===== src/rtl/spi_xfer_ctrl.sv =====
// Multi-byte SPI mode-0 transfer sequencer driven by an external 100 kHz divisor.
// Define SPI_XFER_CTRL_LOOPBACK_EN to feed the rx path from mosi internally.
module spi_xfer_ctrl #(
  parameter int unsigned DATA_W    = 8,
  parameter int unsigned MAX_BYTES = 16,
  parameter int unsigned GAP_EDGES = 2,
  parameter int unsigned CNT_W     = $clog2(MAX_BYTES + 1)
) (
  input  logic              clk_i,
  input  logic              rst_i,
  input  logic              start_i,
  input  logic [CNT_W-1:0]  n_bytes_i,
  input  logic              tx_valid_i,
  input  logic [DATA_W-1:0] tx_data_i,
  output logic              tx_ready_o,
  output logic              rx_valid_o,
  output logic [DATA_W-1:0] rx_data_o,
  output logic              busy_o,
  output logic              done_o,
  output logic              div_en_o,
  input  logic              div_sclk_i,
  input  logic              div_pos_i,
  input  logic              div_neg_i,
  output logic              cs_n_o,
  output logic              sclk_o,
  output logic              mosi_o,
  input  logic              miso_i
);

  localparam logic [2:0] StIdle  = 3'd0;
  localparam logic [2:0] StLoad  = 3'd1;
  localparam logic [2:0] StShift = 3'd2;
  localparam logic [2:0] StGap   = 3'd3;
  localparam logic [2:0] StDone  = 3'd4;

  localparam int unsigned BitW = $clog2(DATA_W + 1);
  localparam int unsigned GapW = $clog2(GAP_EDGES + 1);

  localparam logic [BitW-1:0]  LastBit = BitW'(DATA_W - 1);
  localparam logic [BitW-1:0]  FullBits = BitW'(DATA_W);
  localparam logic [GapW-1:0]  GapLast = GapW'(GAP_EDGES - 1);
  localparam logic [CNT_W-1:0] MaxCnt = CNT_W'(MAX_BYTES);

  logic [2:0]        state_q, state_d;
  logic              cs_n_q, cs_n_d;
  logic [DATA_W-1:0] tx_sr_q, tx_sr_d;
  logic [DATA_W-2:0] rx_sr_q, rx_sr_d;
  logic [BitW-1:0]   bit_cnt_q, bit_cnt_d;
  logic [CNT_W-1:0]  bytes_left_q, bytes_left_d;
  logic [GapW-1:0]   gap_cnt_q, gap_cnt_d;
  logic              rx_valid_q, rx_valid_d;
  logic [DATA_W-1:0] rx_data_q, rx_data_d;
  logic              rx_bit;

`ifdef SPI_XFER_CTRL_LOOPBACK_EN
  logic unused_miso;
  assign unused_miso = miso_i;
  assign rx_bit      = tx_sr_q[DATA_W-1];
`else
  assign rx_bit      = miso_i;
`endif

  always_comb begin
    state_d      = state_q;
    cs_n_d       = cs_n_q;
    tx_sr_d      = tx_sr_q;
    rx_sr_d      = rx_sr_q;
    bit_cnt_d    = bit_cnt_q;
    bytes_left_d = bytes_left_q;
    gap_cnt_d    = gap_cnt_q;
    rx_valid_d   = 1'b0;
    rx_data_d    = rx_data_q;
    case (state_q)
      StIdle: begin
        if (start_i) begin
          if (n_bytes_i == '0) begin
            state_d = StDone;
          end else begin
            state_d      = StLoad;
            bytes_left_d = (n_bytes_i > MaxCnt) ? MaxCnt : n_bytes_i;
          end
        end
      end
      StLoad: begin
        // Divisor is paused here, so an underrun just stretches the byte gap.
        if (tx_valid_i) begin
          tx_sr_d   = tx_data_i;
          cs_n_d    = 1'b0;
          bit_cnt_d = '0;
          state_d   = StShift;
        end
      end
      StShift: begin
        if (div_pos_i) begin
          rx_sr_d   = {rx_sr_q[DATA_W-3:0], rx_bit};
          bit_cnt_d = bit_cnt_q + 1'b1;
          if (bit_cnt_q == LastBit) begin
            rx_valid_d = 1'b1;
            rx_data_d  = {rx_sr_q, rx_bit};
          end
        end else if (div_neg_i) begin
          if (bit_cnt_q == FullBits) begin
            bytes_left_d = bytes_left_q - 1'b1;
            bit_cnt_d    = '0;
            if (bytes_left_q == CNT_W'(1)) begin
              state_d   = StGap;
              cs_n_d    = 1'b1;
              tx_sr_d   = '0;
              gap_cnt_d = '0;
            end else begin
              state_d = StLoad;
            end
          end else begin
            tx_sr_d = {tx_sr_q[DATA_W-2:0], 1'b0};
          end
        end
      end
      StGap: begin
        if (div_neg_i && !div_pos_i) begin
          if (gap_cnt_q == GapLast) begin
            state_d = StDone;
          end else begin
            gap_cnt_d = gap_cnt_q + 1'b1;
          end
        end
      end
      StDone:  state_d = StIdle;
      default: state_d = StIdle;
    endcase
  end

  always_ff @(posedge clk_i or negedge rst_i) begin
    if (!rst_i) begin
      state_q      <= StIdle;
      cs_n_q       <= 1'b1;
      tx_sr_q      <= '0;
      rx_sr_q      <= '0;
      bit_cnt_q    <= '0;
      bytes_left_q <= '0;
      gap_cnt_q    <= '0;
      rx_valid_q   <= 1'b0;
      rx_data_q    <= '0;
    end else begin
      state_q      <= state_d;
      cs_n_q       <= cs_n_d;
      tx_sr_q      <= tx_sr_d;
      rx_sr_q      <= rx_sr_d;
      bit_cnt_q    <= bit_cnt_d;
      bytes_left_q <= bytes_left_d;
      gap_cnt_q    <= gap_cnt_d;
      rx_valid_q   <= rx_valid_d;
      rx_data_q    <= rx_data_d;
    end
  end

  assign tx_ready_o = (state_q == StLoad);
  assign busy_o     = (state_q == StLoad) || (state_q == StShift) || (state_q == StGap);
  assign done_o     = (state_q == StDone);
  assign div_en_o   = (state_q == StShift) || (state_q == StGap);
  assign sclk_o     = (state_q == StShift) && div_sclk_i;
  assign cs_n_o     = cs_n_q;
  assign mosi_o     = tx_sr_q[DATA_W-1];
  assign rx_valid_o = rx_valid_q;
  assign rx_data_o  = rx_data_q;

endmodule

===== config.mk =====
export PLATFORM = sky130hd
export DESIGN_NAME = spi_xfer_ctrl
export DESIGN_NICKNAME = d
export VERILOG_FILES = /design/src/rtl/spi_xfer_ctrl.sv
export SDC_FILE = /design/constraint.sdc
export NUM_CORES = 1
export LEC_CHECK = 0
export BUFFER_PORTS_ARGS = -buffer_cell sky130_fd_sc_hd__clkbuf_2
export CAP_MARGIN = 25
export CORE_ASPECT_RATIO = 1.75
export CORE_UTILIZATION = 55
export DETAILED_ROUTE_END_ITERATION = 10
export GPL_ROUTABILITY_DRIVEN = 0
export HOLD_SLACK_MARGIN = 0.12
export MAX_ROUTING_LAYER = met4
export PLACE_DENSITY = 0.91
export SYNTH_ARGS = -nofsm -noshare
export SYNTH_HDL_FRONTEND = slang
export SYNTH_SLANG_ARGS = --single-unit

===== constraint.sdc =====
create_clock -name clk_i -period 2.45 [get_ports clk_i]
set_clock_uncertainty 0.1 [all_clocks]
set_input_delay 0.245 -clock clk_i [delete_from_list [all_inputs] [get_ports clk_i]]
set_output_delay 0.245 -clock clk_i [all_outputs]
set_load 0.01 [all_outputs]

* Word-level counts from Yosys, hierarchy flattened
Index checks and enable logic that the tools add are counted.
** Operators by class
- Add/subtract/negate cells :: 3
- Order comparisons :: 1
- Equality and inequality tests :: 21
- Mux-type cells :: 44
- Reductions and logical operators :: 19
** Operators by type and width (number)
- 8-bit 2-to-1 mux :: 5
- 5-bit 2-to-1 mux :: 6
- 3-bit 2-to-1 mux :: 8
- 2-bit inequality test (second input constant) :: 10
- 4-bit 2-to-1 mux :: 4
- 8-bit case mux with 2 select lines :: 1
- 2-bit 2-to-1 mux :: 7
- 7-bit AND reduction :: 2
- 3-bit case mux with 4 select lines :: 1
- 6-bit AND reduction :: 2
- 5-bit case mux with 2 select lines :: 1
- 3-bit inequality test (second input constant) :: 3
- 1-bit 2-to-1 mux :: 8
- 4-bit case mux with 2 select lines :: 1
- 3-bit by 2-bit == test with 1-bit output (second input constant) :: 2
- 2-bit nonzero test :: 3
- 5-bit by 1-bit == test with 1-bit output (second input constant) :: 1
- 5-bit greater-than comparator (second input constant) :: 1
- 5-bit logical NOT :: 1
- 5-bit AND reduction :: 1
- 5-bit by 1-bit subtractor with 5-bit output (second input constant) :: 1
- 4-bit by 1-bit adder with 4-bit output (second input constant) :: 1
- 4-bit by 3-bit == test with 1-bit output (second input constant) :: 1
- 4-bit == test (second input constant) :: 1
- other kinds (13) :: 16
** Word-level totals
- Bits in registers :: 39
- Input port bits :: 21
- Output and inout bits :: 16
- Logic and storage cells :: 97

* Depth between registers and ports, before layout
- Depth after elaboration :: 6
- Gate-level depth with buffers :: 7
- Mapped depth without buffers :: 6

* Least setup slack after synthesis
OpenSTA, ideal clock, no wires.
- Path type :: reg-to-reg
- Start point :: register bytes_left_q[1]
- End point :: register tx_sr_q[1]
- Library setup time :: 125 ps
- Arrival :: 1654 ps
- Data required time :: 2225 ps
- Setup slack :: 571 ps
- Cell stages (with the launch flop) :: 7
- Buffers on the path :: 0
- Clock period less this slack :: 1879 ps
- Cells stage by stage :: dfrtp_1 inv_1 ha_1 nor4b_4 o21ai_2 a221oi_4 mux2_2
** On the way
- Word-level cells in the longest chain between the ends :: 3
** RTL lines
- start, declared :: line 49 : logic [CNT_W-1:0] bytes_left_q, bytes_left_d;
- start signal, assigned :: line 149 : bytes_left_q <= bytes_left_d;
- 5-bit by 1-bit == test with 1-bit output :: line 105 : if (bytes_left_q == CNT_W'(1)) begin
- 3-bit inequality test (no line)
- 5-bit AND reduction (no line)
- end signal, assigned :: line 146 : tx_sr_q <= tx_sr_d;
- end, declared :: line 46 : logic [DATA_W-1:0] tx_sr_q, tx_sr_d;
Every way passes these cells.
A chain may end at the register's enable or synchronous reset.

* Worst setup path in the final report
Same ends and word-level chain as after synthesis.

==> impl_metrics.json <==
{
  "grt_first_pass_wirelength_um": 7450,
  "maxCapViolCount": 0,
  "synth_top_area_share_pct": 45.5,
  "vias_per_cell": 5.79,
  "hold_buffers": 3,
  "drive_gt1_share_pct": 35.6,
  "cp_cell_sequence": "inv_1, ha_1, nor4b_4, o21ai_2, a221oi_4, mux2_2",
  "period_minus_slack_ns": 2.21,
  "seq_area_frac_synth_pct": 46.7,
  "synth_edf_count": 0,
  "htree_levels": 2,
  "path_max_fanout": 8,
  "worst-path-stages": 6,
  "fin_nets": 247,
  "synthTopCellsByArea": "dfrtp_1 45%, mux2_2 8.6%, mux2_4 5.7%, ha_1 3.0%, a22o_1 2.5%",
  "insertedDiodeCount": 0,
  "synth.ff_latch_count": 39,
  "cts-root-buf": "clkbuf_8",
  "wl_per_cell_um": 16.3,
  "max_freq_ghz": 0.452,
  "slew_viol_final": 0,
  "power_density_nw_per_um2": 1100,
  "finalSetupTns_ns": 0,
  "yosys_warnings": 0,
  "synthAdderAreaFrac_pct": 2.99,
  "core_area_um2": 3630,
  "p_seq_share_pct": 39.6,
  "cts_setup_buffers": 0,
  "status": "finished clean",
  "register_area_um2": 977,
  "yosys.area_share.simple_pct": 15.5,
  "p_leak_nw": 1.18,
  "syn_avg_cell_area_um2": 11.6,
  "cts.clk_slew.worst_paths_ns": 0.07,
  "fin_crit_sh_pct": 90.2,
  "slowest_delay_ns": 0.47,
  "critPathArrivalTime_ns": 2.28,
  "synth_cell_types": 49,
  "async_flop_share_pct": 100,
  "r2r-end": "tx_sr_q[1]$_DFFE_PN0P_",
  "synth-main-ff-cell": "dfrtp_1",
  "grt-ovfl-total": 0,
  "n_fill_cell": 300,
  "place_inst": 256,
  "num_vias": 1551,
  "clockPowerShare_pct": 20.3,
  "reg2regPathDepth": 6,
  "synthTopCellsByCount": "38 x dfrtp_1, 16 x mux2_2, 11 x nand2_1, 10 x inv_1, 9 x nor2_1",
  "die_area_um2": 4060,
  "setup_viol": 0,
  "numPortBuffers": 36,
  "postRouteAntennaNets": 0,
  "cts_tree": "yes",
  "grt_max_degree": 40,
  "start_util_pct": 57.7,
  "cts.sinks": 39,
  "comb_power_share_pct": 40.0,
  "reg2reg_from": "bytes_left_q[1]$_DFFE_PN0P_",
  "max-slew-margin-rel_pct": 65.4,
  "p_sw_share_pct": 36.3,
  "total_power_mw": 2.71,
  "multi_input_area_um2": 1030,
  "synthToLayoutAreaGrowth_pct": 17.8,
  "clk_path_buf_depth": 2,
  "worst_pin_slew_ns": 0.517,
  "std_cell_rows": 29,
  "antenna_found_initial": 0,
  "crit_end": "tx_sr_q[1]$_DFFE_PN0P_",
  "ioPinCount": 37,
  "cts_buffers": 5,
  "dp_hpwl_um": 3070,
  "path_delay_family": "compound AO/OA/AOI/OAI gates",
  "post_cts_resized": 0,
  "grt_usage_pct": 24.8,
  "p_int_mw": 1.73,
  "synth_xor_xnor_area_share_pct": 0.419,
  "synth_compound_area_share_pct": 13.9,
  "start_kind": "flop",
  "cp_slowest_cell": "a221oi_4",
  "die_x_um": 48.6,
  "cp.required_ns": 2.52,
  "path_buf_inv": 1,
  "yosysTopAreaCell": "dfrtp_1",
  "reg2reg_slack_ns": 0.24,
  "syn_area_um2": 2090,
  "insertion_delay_ns": 0.29,
  "crit_type": "reg2reg",
  "syn_inst": 181,
  "ir_worst_vdd_v": 0.000815,
  "synth_top_family_by_area": "multiplexers",
  "drt-initial-drc-count": 44,
  "die_h_um": 83.6,
  "worstSetupStartpoint": "bytes_left_q[1]$_DFFE_PN0P_",
  "synth_nets": 207,
  "min_path_type": "in2reg",
  "drc_errors": 0,
  "muxShareOfSynthArea_pct": 16.3,
  "fin_cells": 268,
  "hold_viol": 0,
  "dr.pass1.iters": 4,
  "rsz0062_at_grt": "no",
  "drt_wl_total_um": 4370,
  "p_switching_mw": 0.985,
  "synth_most_common_cell": "dfrtp_1",
  "end_kind": "flop",
  "grt_pass1_vias": 1637
}
==> layout make-up <==
type	count	area share, %
timing repair buffer	42	9.95
tap	46	2.34
clock buffer	6	3.35
inverter	10	1.52
multi-input combinational	123	41.7
clock inverter	2	1.42
sequential	39	39.7
==> metal layers <==
layer	global-route usage, %	up-vias	routed length, um
met5	-	-	0
met4	10.7	0	113
met3	3.64	11	140
met2	43.9	40	2400
met1	26.9	767	1710
li1	-	733	-
==> sequential cells by signal, summed over array words and instances (netlist names) <==
register      cells
bytes_left_q      5
tx_sr_q           8
rx_sr_q           7
state_q           3
rx_data_o         8
rx_valid_o        1
bit_cnt_q         4
gap_cnt_q         2
cs_n_o            1
==> cells by family (layout without fill, tap and decap cells) <==
family	Yosys count	after routing
muxes	28	28
xor gates and xnor gates	1	1
DFF	39	39
and+or+nand+nor	53	53
buffers and inverters	19	60
AOI/OAI and AO/OA	36	36
adders and majority gates	5	5
==> how the worst min path moves through the flow <==
stage / from / endpoint / slack (ns) / cells after the start
final: n_bytes_i[3] / bytes_left_q[3]$_DFFE_PN0P_ / 0.18 / 3
after global routing: n_bytes_i[3] / bytes_left_q[3]$_DFFE_PN0P_ / 0.20 / 3
after CTS: n_bytes_i[3] / bytes_left_q[3]$_DFFE_PN0P_ / 0.18 / 3
after detailed placement: rst_i / bytes_left_q[4]$_DFFE_PN0P_ / 0.33 / 1
after global placement: rst_i / bytes_left_q[4]$_DFFE_PN0P_ / 0.33 / 1
after floorplan: rst_i / bit_cnt_q[0]$_DFFE_PN0P_ / -0.15 / 0
==> cells in the final DEF (no fill, tap or decap), types with 3 or more instances in the layout <==
master / instances
nand3_1: 3
nand2_1: 11
clkbuf_8: 6
nor2_1: 9
and2_1: 4
mux2i_1: 3
mux2_2: 16
clkbuf_2: 36
nand4_1: 3
a21oi_1: 3
inv_1: 10
nand3b_1: 3
o21ai_0: 8
ha_1: 5
a22o_1: 6
dfrtp_1: 38
mux2_4: 8
o2bb2ai_1: 3
nor2b_1: 3
dlygate4sd3_1: 3
==> power groups by stage <==
stage | sequential, mW | clock (mW) | combinational (mW)
after floorplan | 0.996 | 0 | 0.881
after global placement | 1.07 | 0 | 1.04
after detailed placement | 1.09 | 0 | 1.08
after CTS | 1.07 | 0.564 | 1.09
after global routing | 1.11 | 0.595 | 1.20
final | 1.07 | 0.552 | 1.09
==> per-stage QoR <==
step	instance area, um^2	setup slack (ns)	utilization (%)	hold WS (ns)
floorplan	2090	0.571	-	-0.151
detailed placement	2300	0.255	63.3	0.334
finish	2460	0.239	67.9	0.184
global route	2460	0.147	67.9	0.198
CTS	2440	0.245	67.3	0.182
global placement	2300	0.321	63.3	0.331
==> worst register-to-register path, delay by kind of cell (launching register included) <==
kind / cells / cell delay [ns]
compound gates: 2 / 0.59
flops: 1 / 0.41
mux: 1 / 0.40
simple gates: 1 / 0.35
fa+ha+maj: 1 / 0.15
buf+inv: 1 / 0.10
Note: power is estimated with default switching activity, not from simulation.
